$ cat config.mk
export PLATFORM = sky130hd
export DESIGN_NAME = usb_bus_ctrl_flat
export DESIGN_NICKNAME = d
export VERILOG_FILES = /design/src/rtl/usb_bus_ctrl_if.sv /design/src/rtl/usb_bus_ctrl.sv /design/src/flat_wrapper.sv
export SDC_FILE = /design/constraint.sdc
export NUM_CORES = 1
export LEC_CHECK = 0
export CAP_MARGIN = 25
export CORE_MARGIN = 10
export CORE_UTILIZATION = 45
export CTS_BUF_LIST = sky130_fd_sc_hd__clkbuf_4 sky130_fd_sc_hd__clkbuf_8
export CTS_CLUSTER_DIAMETER = 120
export CTS_CLUSTER_SIZE = 25
export DETAILED_ROUTE_END_ITERATION = 6
export DONT_BUFFER_PORTS = 1
export SLEW_MARGIN = 30
export SYNTH_ARGS = -nofsm -noshare
export SYNTH_HDL_FRONTEND = slang
export SYNTH_SLANG_ARGS = --single-unit
$ cat constraint.sdc
create_clock -name clk -period 2.1 [get_ports clk]
set_clock_uncertainty 0.2 [all_clocks]
set_input_delay 0.315 -clock clk [delete_from_list [all_inputs] [get_ports clk]]
set_output_delay 0.315 -clock clk [all_outputs]
set_load 0.01 [all_outputs]
$ cat src/rtl/usb_bus_ctrl_if.sv
// usb_bus_ctrl_if: CPU command/response bus plus ISP1760 chip pins of usb_bus_ctrl.
interface usb_bus_ctrl_if;
  logic        mem_cmd_sel, mem_cmd_valid, mem_cmd_ready, mem_cmd_wr;
  logic [18:0] mem_cmd_addr;
  logic [31:0] mem_cmd_wdata;
  logic [3:0]  mem_cmd_be;
  logic        mem_rsp_ready;
  logic [31:0] mem_rsp_rdata;
  logic        usb_reset_, usb_cs_, usb_rd_, usb_wr_, usb_d_oe, usb_irq, usb_irq_sync;
  logic [16:0] usb_a;
  logic [15:0] usb_d_out, usb_d_in;
  modport slave (
    input  mem_cmd_sel, mem_cmd_valid, mem_cmd_wr, mem_cmd_addr, mem_cmd_wdata, mem_cmd_be,
           usb_d_in, usb_irq,
    output mem_cmd_ready, mem_rsp_ready, mem_rsp_rdata, usb_reset_, usb_cs_, usb_rd_, usb_wr_,
           usb_a, usb_d_oe, usb_d_out, usb_irq_sync
  );
  modport master (
    output mem_cmd_sel, mem_cmd_valid, mem_cmd_wr, mem_cmd_addr, mem_cmd_wdata, mem_cmd_be,
           usb_d_in, usb_irq,
    input  mem_cmd_ready, mem_rsp_ready, mem_rsp_rdata, usb_reset_, usb_cs_, usb_rd_, usb_wr_,
           usb_a, usb_d_oe, usb_d_out, usb_irq_sync
  );
endinterface

$ cat src/rtl/usb_bus_ctrl.sv
// usb_bus_ctrl: CPU-bus slave that turns 32-bit accesses into timed 16-bit ISP1760 bus cycles,
// and holds the chip-reset control register and the interrupt synchronizer.
module usb_bus_ctrl #(
  parameter int unsigned SETUP_CYC  = 1,
  parameter int unsigned STROBE_CYC = 3,
  parameter int unsigned HOLD_CYC   = 1,
  parameter int unsigned GAP_CYC    = 2
) (
  input logic           clk,
  input logic           reset_,
  usb_bus_ctrl_if.slave bus
);
  localparam logic [2:0] IDLE = 3'd0, SETUP = 3'd1, STROBE = 3'd2, HOLD = 3'd3, GAP = 3'd4;
  logic [2:0]  state_q, state_d;
  logic [3:0]  cnt_q, cnt_d;
  logic        hi_q, hi_d, need_hi_q, need_hi_d, wr_q, wr_d, ctrl_q, ctrl_d;
  logic        irq_m_q, irq_m_d, irq_sync_q, irq_sync_d, rsp_q, rsp_d;
  logic        cs_q, cs_d, rd_q, rd_d, wrs_q, wrs_d, oe_q, oe_d;
  logic [15:0] addr_q, addr_d, dout_q, dout_d;
  logic [16:0] a_q, a_d;
  logic [31:0] wdata_q, wdata_d, cap_q, cap_d, rdata_q, rdata_d;
  logic        accept, local_acc, last, enter, reg_bit;
  always_comb begin
    accept    = bus.mem_cmd_valid & bus.mem_cmd_sel & (state_q == IDLE);
    local_acc = accept & bus.mem_cmd_addr[18];
    wr_d      = accept ? bus.mem_cmd_wr : wr_q;
    addr_d    = accept ? bus.mem_cmd_addr[17:2] : addr_q;
    wdata_d   = accept ? bus.mem_cmd_wdata : wdata_q;
    need_hi_d = accept ? (!bus.mem_cmd_wr | (|bus.mem_cmd_be[3:2])) : need_hi_q;
    last      = cnt_q == 4'd1;
    state_d   = state_q;
    cnt_d     = cnt_q - 4'd1;
    hi_d      = hi_q;
    if (state_q == IDLE) begin
      cnt_d = 4'(SETUP_CYC);
      // a write with no byte enables never leaves IDLE
      if (accept & !bus.mem_cmd_addr[18] & (!bus.mem_cmd_wr | (|bus.mem_cmd_be))) begin
        state_d = SETUP;
        hi_d    = bus.mem_cmd_wr & ~|bus.mem_cmd_be[1:0];
      end
    end else if (last) begin
      state_d = state_q == SETUP  ? STROBE :
                state_q == STROBE ? HOLD :
                state_q == HOLD   ? GAP :
                (!hi_q & need_hi_q) ? SETUP : IDLE;
      cnt_d   = state_d == STROBE ? 4'(STROBE_CYC) :
                state_d == HOLD   ? 4'(HOLD_CYC) :
                state_d == GAP    ? 4'(GAP_CYC) : 4'(SETUP_CYC);
      hi_d    = state_q == GAP ? 1'b1 : hi_q;
    end
    enter  = (state_d == SETUP) & (state_q != SETUP);
    a_d    = enter ? {addr_d, hi_d} : a_q;
    dout_d = enter ? (hi_d ? wdata_d[31:16] : wdata_d[15:0]) : dout_q;
    // chip strobes come straight from flops so the asynchronous bus never sees decode glitches
    cs_d   = !((state_d == SETUP) | (state_d == STROBE) | (state_d == HOLD));
    rd_d   = !((state_d == STROBE) & !wr_d);
    wrs_d  = !((state_d == STROBE) & wr_d);
    oe_d   = !cs_d & wr_d;
    cap_d  = (state_q == STROBE) & last ?
             (hi_q ? {bus.usb_d_in, cap_q[15:0]} : {cap_q[31:16], bus.usb_d_in}) : cap_q;
    reg_bit = bus.mem_cmd_addr[17:2] == 16'd0 ? ctrl_q :
              bus.mem_cmd_addr[17:2] == 16'd1 ? irq_sync_q : 1'b0;
    rsp_d   = (local_acc & !bus.mem_cmd_wr) | ((state_q == HOLD) & last & hi_q & !wr_q);
    rdata_d = local_acc & !bus.mem_cmd_wr ? {31'b0, reg_bit} : rsp_d ? cap_q : rdata_q;
    ctrl_d  = local_acc & bus.mem_cmd_wr & bus.mem_cmd_be[0] & (bus.mem_cmd_addr[17:2] == 16'd0) ?
              bus.mem_cmd_wdata[0] : ctrl_q;
    irq_m_d    = bus.usb_irq;
    irq_sync_d = irq_m_q;
  end
  always_ff @(posedge clk or negedge reset_) begin
    if (!reset_) begin
      state_q    <= IDLE;
      cnt_q      <= '0;
      hi_q       <= 1'b0;
      need_hi_q  <= 1'b0;
      wr_q       <= 1'b0;
      addr_q     <= '0;
      wdata_q    <= '0;
      ctrl_q     <= 1'b0;
      irq_m_q    <= 1'b0;
      irq_sync_q <= 1'b0;
      cap_q      <= '0;
      rdata_q    <= '0;
      rsp_q      <= 1'b0;
      cs_q       <= 1'b1;
      rd_q       <= 1'b1;
      wrs_q      <= 1'b1;
      oe_q       <= 1'b0;
      a_q        <= '0;
      dout_q     <= '0;
    end else begin
      state_q    <= state_d;
      cnt_q      <= cnt_d;
      hi_q       <= hi_d;
      need_hi_q  <= need_hi_d;
      wr_q       <= wr_d;
      addr_q     <= addr_d;
      wdata_q    <= wdata_d;
      ctrl_q     <= ctrl_d;
      irq_m_q    <= irq_m_d;
      irq_sync_q <= irq_sync_d;
      cap_q      <= cap_d;
      rdata_q    <= rdata_d;
      rsp_q      <= rsp_d;
      cs_q       <= cs_d;
      rd_q       <= rd_d;
      wrs_q      <= wrs_d;
      oe_q       <= oe_d;
      a_q        <= a_d;
      dout_q     <= dout_d;
    end
  end
  assign bus.mem_cmd_ready = state_q == IDLE;
  assign bus.mem_rsp_ready = rsp_q;
  assign bus.mem_rsp_rdata = rdata_q;
  assign bus.usb_reset_    = ctrl_q;
  assign bus.usb_cs_       = cs_q;
  assign bus.usb_rd_       = rd_q;
  assign bus.usb_wr_       = wrs_q;
  assign bus.usb_a         = a_q;
  assign bus.usb_d_oe      = oe_q;
  assign bus.usb_d_out     = dout_q;
  assign bus.usb_irq_sync  = irq_sync_q;
endmodule

$ cat src/flat_wrapper.sv
// flat-port wrapper written by rule: the top's interface ports become plain ports
module usb_bus_ctrl_flat 
#(
  parameter int unsigned SETUP_CYC  = 1,
  parameter int unsigned STROBE_CYC = 3,
  parameter int unsigned HOLD_CYC   = 1,
  parameter int unsigned GAP_CYC    = 2
)
  (clk, reset_, bus_mem_cmd_sel, bus_mem_cmd_valid, bus_mem_cmd_wr, bus_mem_cmd_addr, bus_mem_cmd_wdata, bus_mem_cmd_be, bus_usb_d_in, bus_usb_irq, bus_mem_cmd_ready, bus_mem_rsp_ready, bus_mem_rsp_rdata, bus_usb_reset_, bus_usb_cs_, bus_usb_rd_, bus_usb_wr_, bus_usb_a, bus_usb_d_oe, bus_usb_d_out, bus_usb_irq_sync);
  usb_bus_ctrl_if bus_i ();
  input logic clk;
  input logic reset_;
  input wire logic [$bits(bus_i.mem_cmd_sel)-1:0] bus_mem_cmd_sel;
  input wire logic [$bits(bus_i.mem_cmd_valid)-1:0] bus_mem_cmd_valid;
  input wire logic [$bits(bus_i.mem_cmd_wr)-1:0] bus_mem_cmd_wr;
  input wire logic [$bits(bus_i.mem_cmd_addr)-1:0] bus_mem_cmd_addr;
  input wire logic [$bits(bus_i.mem_cmd_wdata)-1:0] bus_mem_cmd_wdata;
  input wire logic [$bits(bus_i.mem_cmd_be)-1:0] bus_mem_cmd_be;
  input wire logic [$bits(bus_i.usb_d_in)-1:0] bus_usb_d_in;
  input wire logic [$bits(bus_i.usb_irq)-1:0] bus_usb_irq;
  output wire logic [$bits(bus_i.mem_cmd_ready)-1:0] bus_mem_cmd_ready;
  output wire logic [$bits(bus_i.mem_rsp_ready)-1:0] bus_mem_rsp_ready;
  output wire logic [$bits(bus_i.mem_rsp_rdata)-1:0] bus_mem_rsp_rdata;
  output wire logic [$bits(bus_i.usb_reset_)-1:0] bus_usb_reset_;
  output wire logic [$bits(bus_i.usb_cs_)-1:0] bus_usb_cs_;
  output wire logic [$bits(bus_i.usb_rd_)-1:0] bus_usb_rd_;
  output wire logic [$bits(bus_i.usb_wr_)-1:0] bus_usb_wr_;
  output wire logic [$bits(bus_i.usb_a)-1:0] bus_usb_a;
  output wire logic [$bits(bus_i.usb_d_oe)-1:0] bus_usb_d_oe;
  output wire logic [$bits(bus_i.usb_d_out)-1:0] bus_usb_d_out;
  output wire logic [$bits(bus_i.usb_irq_sync)-1:0] bus_usb_irq_sync;
  assign bus_i.mem_cmd_sel = bus_mem_cmd_sel;
  assign bus_i.mem_cmd_valid = bus_mem_cmd_valid;
  assign bus_i.mem_cmd_wr = bus_mem_cmd_wr;
  assign bus_i.mem_cmd_addr = bus_mem_cmd_addr;
  assign bus_i.mem_cmd_wdata = bus_mem_cmd_wdata;
  assign bus_i.mem_cmd_be = bus_mem_cmd_be;
  assign bus_i.usb_d_in = bus_usb_d_in;
  assign bus_i.usb_irq = bus_usb_irq;
  assign bus_mem_cmd_ready = bus_i.mem_cmd_ready;
  assign bus_mem_rsp_ready = bus_i.mem_rsp_ready;
  assign bus_mem_rsp_rdata = bus_i.mem_rsp_rdata;
  assign bus_usb_reset_ = bus_i.usb_reset_;
  assign bus_usb_cs_ = bus_i.usb_cs_;
  assign bus_usb_rd_ = bus_i.usb_rd_;
  assign bus_usb_wr_ = bus_i.usb_wr_;
  assign bus_usb_a = bus_i.usb_a;
  assign bus_usb_d_oe = bus_i.usb_d_oe;
  assign bus_usb_d_out = bus_i.usb_d_out;
  assign bus_usb_irq_sync = bus_i.usb_irq_sync;
  usb_bus_ctrl #(.SETUP_CYC(SETUP_CYC), .STROBE_CYC(STROBE_CYC), .HOLD_CYC(HOLD_CYC), .GAP_CYC(GAP_CYC)) u_core (.clk(clk), .reset_(reset_), .bus(bus_i));
endmodule
==> results of run 1 <==
[Yosys cell counts (2+ instances only)]
cell and n:
xnor2_1 2, dfstp_2 3, inv_1 23, mux2_2 41, nor2_1 5, nand2_1 4, clkbuf_1 5, nor3_1 4
nor4_1 3, mux2_1 43, o21ai_0 2, a21oi_1 3, buf_6 11, dfrtp_1 160, and4_1 2, ha_1 2
a22o_1 31, mux2i_1 33, a211oi_4 2, mux2_4 15, nor2b_1 2, buf_2 6
[per-layer routing]
layer / track usage, % / wire length (um) / share of wire [%] / up-vias
met5: 0 / 0 / 0 / -
met4: 6.46 / 362 / 2.2 / 0
met3: 5.51 / 1180 / 7.2 / 26
met2: 25.1 / 7880 / 48 / 131
met1: 20.0 / 7020 / 43 / 2072
li1: - / - / - / 1794
[worst max-delay path: stages (launching register included)]
cell and delay (ns):
dfrtp_1 0.39, inv_2 0.09, ha_4 0.14, or3b_4 0.42, a211oi_4 0.27, o221ai_4 0.15, buf_12 0.18, mux2i_1 0.17
mux2i_1 0.10
[where the power goes]
group	internal (mW)	total (mW)	leakage, nW	switching [mW]
Combinational	3.37	5.40	2.04	2.03
Sequential	4.62	5.80	2.01	1.18
Clock	1.02	2.17	0.195	1.15
[what timing repair did]
| action | in CTS | in global routing |
|---|---|---|
| setup buffers | 4 | 6 |
| gates resized for setup | 28 | 18 |
| endpoints found under the setup margin | 99 | 96 |
| endpoints found under the hold margin | 279 | 163 |
| gates cloned | 2 | 4 |
| pin swaps | 2 | 2 |
[cell families (layout without fill, tap and decap cells)]
| group | Yosys count | after routing | share of synthesized area [%] |
|---|---|---|---|
| DFF | 163 | 163 | 61.5 |
| muxes | 132 | 132 | 22.6 |
| AOI/OAI and AO/OA | 50 | 50 | 6.94 |
| buffers and inverters | 47 | 178 | 4.07 |
| and+or+nand+nor | 37 | 37 | 4.07 |
| xor gates and xnor gates | 3 | 3 | 0.396 |
| adders and majority gates | 2 | 2 | 0.377 |
[flip-flops by register name, indices dropped and copies added (netlist names), 3 cells and up]
signal                    count
u_core.addr_q                16
u_core.bus.mem_rsp_rdata     32
u_core.bus.usb_a             17
u_core.bus.usb_d_out         16
u_core.cap_q                 32
u_core.cnt_q                  4
u_core.state_q                3
u_core.wdata_q               32
[metrics by stage]
step	setup TNS, ns	cells	hold slack [ns]
finish	-5.11	749	-0.645
global placement	-7.92	631	-0.174
detailed placement	-13.75	631	-0.176
CTS	-2.00	739	-0.684
global route	-9.71	749	-0.694
floorplan	-4.22	434	-0.181
[layout make-up]
type | count | area [um^2]
clock inverters | 9 | 68.8
multi-input cells | 224 | 2580
fillers | 1109 | 5700
repair buffers | 123 | 1420
inverters | 23 | 86.3
well taps | 184 | 230
clock buffers | 23 | 317
flip-flops and latches | 163 | 4080
[worst min path at each step]
stage | to | cells after the start | from | slack, ns
2_1_floorplan | u_core.addr_q[0]$_DFF_PN0_ | 0 | reset_ | -0.18
3_3_place_gp | u_core.bus.usb_a[3]$_DFFE_PN0P_ | 0 | reset_ | -0.17
3_5_place_dp | u_core.bus.usb_a[6]$_DFFE_PN0P_ | 0 | reset_ | -0.18
4_1_cts | u_core.bus.usb_a[6]$_DFFE_PN0P_ | 0 | reset_ | -0.68
5_1_grt | u_core.bus.usb_a[6]$_DFFE_PN0P_ | 0 | reset_ | -0.69
6_report | u_core.bus.usb_a[6]$_DFFE_PN0P_ | 0 | reset_ | -0.65
==> flow_metrics.env, run 1 <==
export IMPL_outcome="finished, violations left"
export IMPL_violations="negative hold slack, negative setup slack"
export IMPL_grt_max_degree=164
export IMPL_pre_cts_ws_ns=-0.220
export IMPL_drcViolationCount=0
export IMPL_layout_drive_gt1_share_pct=35.2
export IMPL_ys_ff_latch=163
export IMPL_drtIter0Drc=186
export IMPL_relSlewSlack_pct=74.5
export IMPL_synth_top_cell_area_share_pct=60.3
export IMPL_dieArea_um2=20000
export IMPL_hold_viol=163
export IMPL_crit_path_start="u_core.cnt_q[1]$_DFF_PN0_"
export IMPL_cts_buffer_depth=2
export IMPL_syn_inst=434
export IMPL_wirelength_um=16400
export IMPL_synth_cell_types=54
export IMPL_cts_tree="built"
export IMPL_cap_violations=0
export IMPL_start_util_pct=45.8
export IMPL_postPlaceCellArea_um2=7270
export IMPL_arrival_ns=2.36
export IMPL_core_rowCount=44
export IMPL_peakVddDrop_v=0.000674
export IMPL_avgRoutedWirePerCell_um=21.9
export IMPL_setup_viol=74
export IMPL_clock_sinks=163
export IMPL_holdBufCountCts=70
export IMPL_worstSetupStartpointType="flop"
export IMPL_cp_endpoint="u_core.bus.usb_d_out[8]$_DFFE_PN0P_"
export IMPL_rsz0062_at_grt="true"
export IMPL_holdWs_ns=-0.645
export IMPL_syn_area_per_cell_um2=15.3
export IMPL_async_flop_share_pct=100
export IMPL_first_pass_iters=5
export IMPL_layout_setup_ws_ns=-0.129
export IMPL_routabilityCongestion=0.829
export IMPL_synthesis_area_um2=6640
export IMPL_worstSetupEndpointType="flop"
export IMPL_die_h_um=141
export IMPL_min_path_type="input port to asynchronous set/reset pin"
export IMPL_diodes=0
export IMPL_power_mw=13.4
export IMPL_place_hpwl_um=10500
export IMPL_synth_seq_area_share_pct=61.5
export IMPL_cts_root_buf="clkbuf_8"
export IMPL_grt_pass1_vias=4359
export IMPL_path_max_fanout=17
export IMPL_fin_crit_ns=2.23
export IMPL_ys_flop_type="dfrtp_1"
export IMPL_power_density_nw_per_um2=1520
export IMPL_htreeDepth=4
export IMPL_antenna_found_initial=0
export IMPL_finalMaxSlewViolations=0
export IMPL_cp_required_ns=2.23
export IMPL_r2r_end="u_core.bus.usb_d_out[8]$_DFFE_PN0P_"
export IMPL_synth_nets=513
export IMPL_vias=4023
export IMPL_die_x_um=141
export IMPL_clkLatencyLatePin_ns=0.45
export IMPL_viasPerCell=5.37
export IMPL_synth_largest_area_cell="dfrtp_1"
export IMPL_synth_top_cells_by_area="dfrtp_1 (60%), mux2_1 (7.3%), mux2_2 (7.0%)"
export IMPL_synth_warnings=0
export IMPL_worstSetupPathType="flop to flop"
export IMPL_cts_made_buffers=17
export IMPL_ios=150
export IMPL_grt_usage_pct=16.1
export IMPL_mostFrequentLayoutCell="dfrtp_1"
export IMPL_tightest_slew_ns=0.379
export IMPL_grt_pass1_wl_um=25400
export IMPL_final_util_pct=60.7
export IMPL_period_share_pct=106
export IMPL_final_nets=631
export IMPL_timing_rr_start="u_core.cnt_q[1]$_DFF_PN0_"
export IMPL_p_leak_nw=4.25
export IMPL_core_area_um2=14500
export IMPL_fmax_mhz=449
export IMPL_reg2reg_slack_ns=-0.13
export IMPL_path_clk_slew_ns=0.09
export IMPL_fin_area_um2=8780
export IMPL_io_buffers=0
export IMPL_final_antenna_net_count=0
export IMPL_grt_ovfl_total=0
export IMPL_synth_enable_flop_cells=0
export IMPL_area_growth_pct=32.3
export IMPL_rr_worst_depth=8
export IMPL_final_cell_mix="dfrtp_1 (159), dlygate4sd3_1 (70), mux2_4 (68)"
(Power assumes the default switching activity.)
==> inputs of run 2 (changes only) <==
Settings changed: GPL_TIMING_DRIVEN set to 0.
==> run 2 against run 1 <==
  * The run still ends with negative hold slack, negative setup slack left
  * Wire length grew 5.9%
  * Sequential power about the same
  * Utilization is 0.70 points higher
  * Die area unchanged
  * Critical path depth decreased by 1
  * Setup slack got worse by 0.16 ns
  * Global-route usage grew 1.4 points
  * Cell area rose by 1.2%
  * First-iteration DRC count rose by 24%
  * Total power decreased by 0.26%
  * Critical endpoint is now u_core.bus.usb_d_out[13]$_DFFE_PN0P_
  * Largest cell class unchanged
==> flow_metrics.env, run 2 (synthesized netlist as in run 1, its figures left out) <==
export IMPL_outcome="finished, violations left"
export IMPL_violations="negative hold slack, negative setup slack"
export IMPL_peakVddDrop_v=0.000683
export IMPL_period_share_pct=114
export IMPL_mostFrequentLayoutCell="dfrtp_1"
export IMPL_clkLatencyLatePin_ns=0.44
export IMPL_routabilityCongestion=0.782
export IMPL_layout_setup_ws_ns=-0.293
export IMPL_path_clk_slew_ns=0.08
export IMPL_core_area_um2=14500
export IMPL_grt_pass1_vias=4537
export IMPL_r2r_end="u_core.bus.usb_d_out[13]$_DFFE_PN0P_"
export IMPL_fin_area_um2=8880
export IMPL_core_rowCount=44
export IMPL_final_antenna_net_count=0
export IMPL_setup_viol=99
export IMPL_grt_usage_pct=17.5
export IMPL_power_density_nw_per_um2=1500
export IMPL_relSlewSlack_pct=72.0
export IMPL_drcViolationCount=0
export IMPL_hold_viol=163
export IMPL_worstSetupStartpointType="flop"
export IMPL_die_h_um=141
export IMPL_place_hpwl_um=10600
export IMPL_fmax_mhz=418
export IMPL_p_leak_nw=4.27
export IMPL_grt_max_degree=164
export IMPL_io_buffers=0
export IMPL_area_growth_pct=33.9
export IMPL_cap_violations=0
export IMPL_timing_rr_start="u_core.state_q[1]$_DFF_PN0_"
export IMPL_fin_crit_ns=2.39
export IMPL_wirelength_um=17400
export IMPL_met1Wirelength_um=7270
export IMPL_cts_buffer_depth=2
export IMPL_wl_met3_um=1480
export IMPL_highest_layer="met4"
export IMPL_cp_slowest_stage_delay_ns=0.43
export IMPL_layout_drive_gt1_share_pct=36.1
export IMPL_rsz0062_at_grt="true"
export IMPL_clock_sinks=163
export IMPL_holdWs_ns=-0.638
export IMPL_pre_cts_ws_ns=-0.441
export IMPL_fillers=1103
export IMPL_diodes=0
export IMPL_dieArea_um2=20000
export IMPL_final_cell_count_no_fill=757
export IMPL_reg2reg_slack_ns=-0.29
export IMPL_power_mw=13.3
export IMPL_postPlaceCellArea_um2=7000
export IMPL_start_util_pct=45.8
export IMPL_dpl_cell_count=618
export IMPL_cp_required_ns=2.22
export IMPL_cts_tree="built"
export IMPL_grt_pass1_wl_um=27200
export IMPL_cp_common_cell="buf_12"
export IMPL_viasPerCell=5.41
export IMPL_worstSetupEndpointType="flop"
export IMPL_cp_slowest_cell="dfrtp_2"
export IMPL_min_path_type="input port to asynchronous set/reset pin"
export IMPL_vias=4092
export IMPL_rr_worst_depth=7
export IMPL_crit_path_cell_trace="nor3_4 > and3_4 > buf_12 > buf_12 > mux2_4 > mux2i_2 > mux2i_1"
export IMPL_worstSetupPathType="flop to flop"
export IMPL_drtIter0Drc=230
export IMPL_cts_root_buf="clkbuf_8"
export IMPL_final_nets=641
export IMPL_path_max_fanout=7
export IMPL_tightest_slew_ns=0.419
export IMPL_htreeDepth=4
export IMPL_first_pass_iters=6
export IMPL_finalMaxSlewViolations=0
export IMPL_avgRoutedWirePerCell_um=23.0
export IMPL_cts_made_buffers=17
export IMPL_wl_met2_um=8470
export IMPL_arrival_ns=2.51
export IMPL_ios=150
export IMPL_die_x_um=141
export IMPL_antenna_found_initial=0
export IMPL_grt_ovfl_total=0
export IMPL_final_cell_mix="dfrtp_1 (158), mux2_4 (79), dlygate4sd3_1 (70)"
export IMPL_holdBufCountCts=70
-- run 2: cell types whose count changed in the layout (fill, tap and decap cells not counted), sizes merged --
| cell | delta |
|---|---|
| a31oi | +1 |
| buf | +8 |
| bufinv | +4 |
| clkinv | -1 |
| clkinvlp | -2 |
| inv | -2 |
-- run 2: critical path: cells and delay by family (launching register included) --
family                 cells  cell delay [ns]
muxes                      3             0.61
buffers and inverters      2             0.31
and+or+nand+nor            2             0.72
DFF                        1             0.43
-- run 2: worst max-delay path by stage --
stage	from	end	slack (ns)	depth (start not counted)
floorplan	u_core.cnt_q[1]$_DFF_PN0_	u_core.cap_q[10]$_DFFE_PN0P_	-0.17	7
global placement	u_core.cnt_q[1]$_DFF_PN0_	u_core.cap_q[8]$_DFFE_PN0P_	-0.43	7
detailed placement	u_core.cnt_q[1]$_DFF_PN0_	u_core.cap_q[6]$_DFFE_PN0P_	-0.44	7
CTS	u_core.state_q[1]$_DFF_PN0_	u_core.bus.usb_d_out[6]$_DFFE_PN0P_	-0.27	8
global route	u_core.state_q[1]$_DFF_PN0_	u_core.bus.usb_d_out[13]$_DFFE_PN0P_	-0.39	7
finish	u_core.state_q[1]$_DFF_PN0_	u_core.bus.usb_d_out[13]$_DFFE_PN0P_	-0.29	7
-- run 2: metal layers --
layer  vias up  GRT usage [%]
met3        16           6.84
li1       1808              -
met2       139           27.6
met5         -              0
met4         0           4.68
met1      2129           22.0
-- run 2: final cells by class --
| type | count | area, um^2 | area share [%] |
|---|---|---|---|
| timing repair buffer | 110 | 1160 | 13.0 |
| clock buffer | 22 | 284 | 3.20 |
| inverter | 23 | 86.3 | 0.972 |
| multi-input combinational | 225 | 2620 | 29.5 |
| tap | 184 | 230 | 2.59 |
| clock inverter | 8 | 151 | 1.70 |
| sequential | 163 | 4090 | 46.0 |
| buffer | 22 | 269 | 3.03 |
-- run 2: timing repair --
action,4_1_cts,5_1_grt
setup endpoints to repair,149,147
gates cloned,9,1
buffers inserted,20,14
hold endpoints to repair,277,163
pin swaps,3,7
gates resized for setup,87,18
-- run 2: power breakdown --
group	switching, mW	internal (mW)	total, mW
Clock	1.12	1.39	2.51
Sequential	1.17	4.62	5.79
Combinational	1.95	3.07	5.02
-- run 2: per-stage QoR --
step,TNS [ns],utilization [%]
2_1_floorplan,-4.22,-
3_3_place_gp,-31.41,48.4
3_5_place_dp,-30.78,48.4
4_1_cts,-15.31,60.5
5_1_grt,-23.89,61.4
6_report,-13.88,61.4
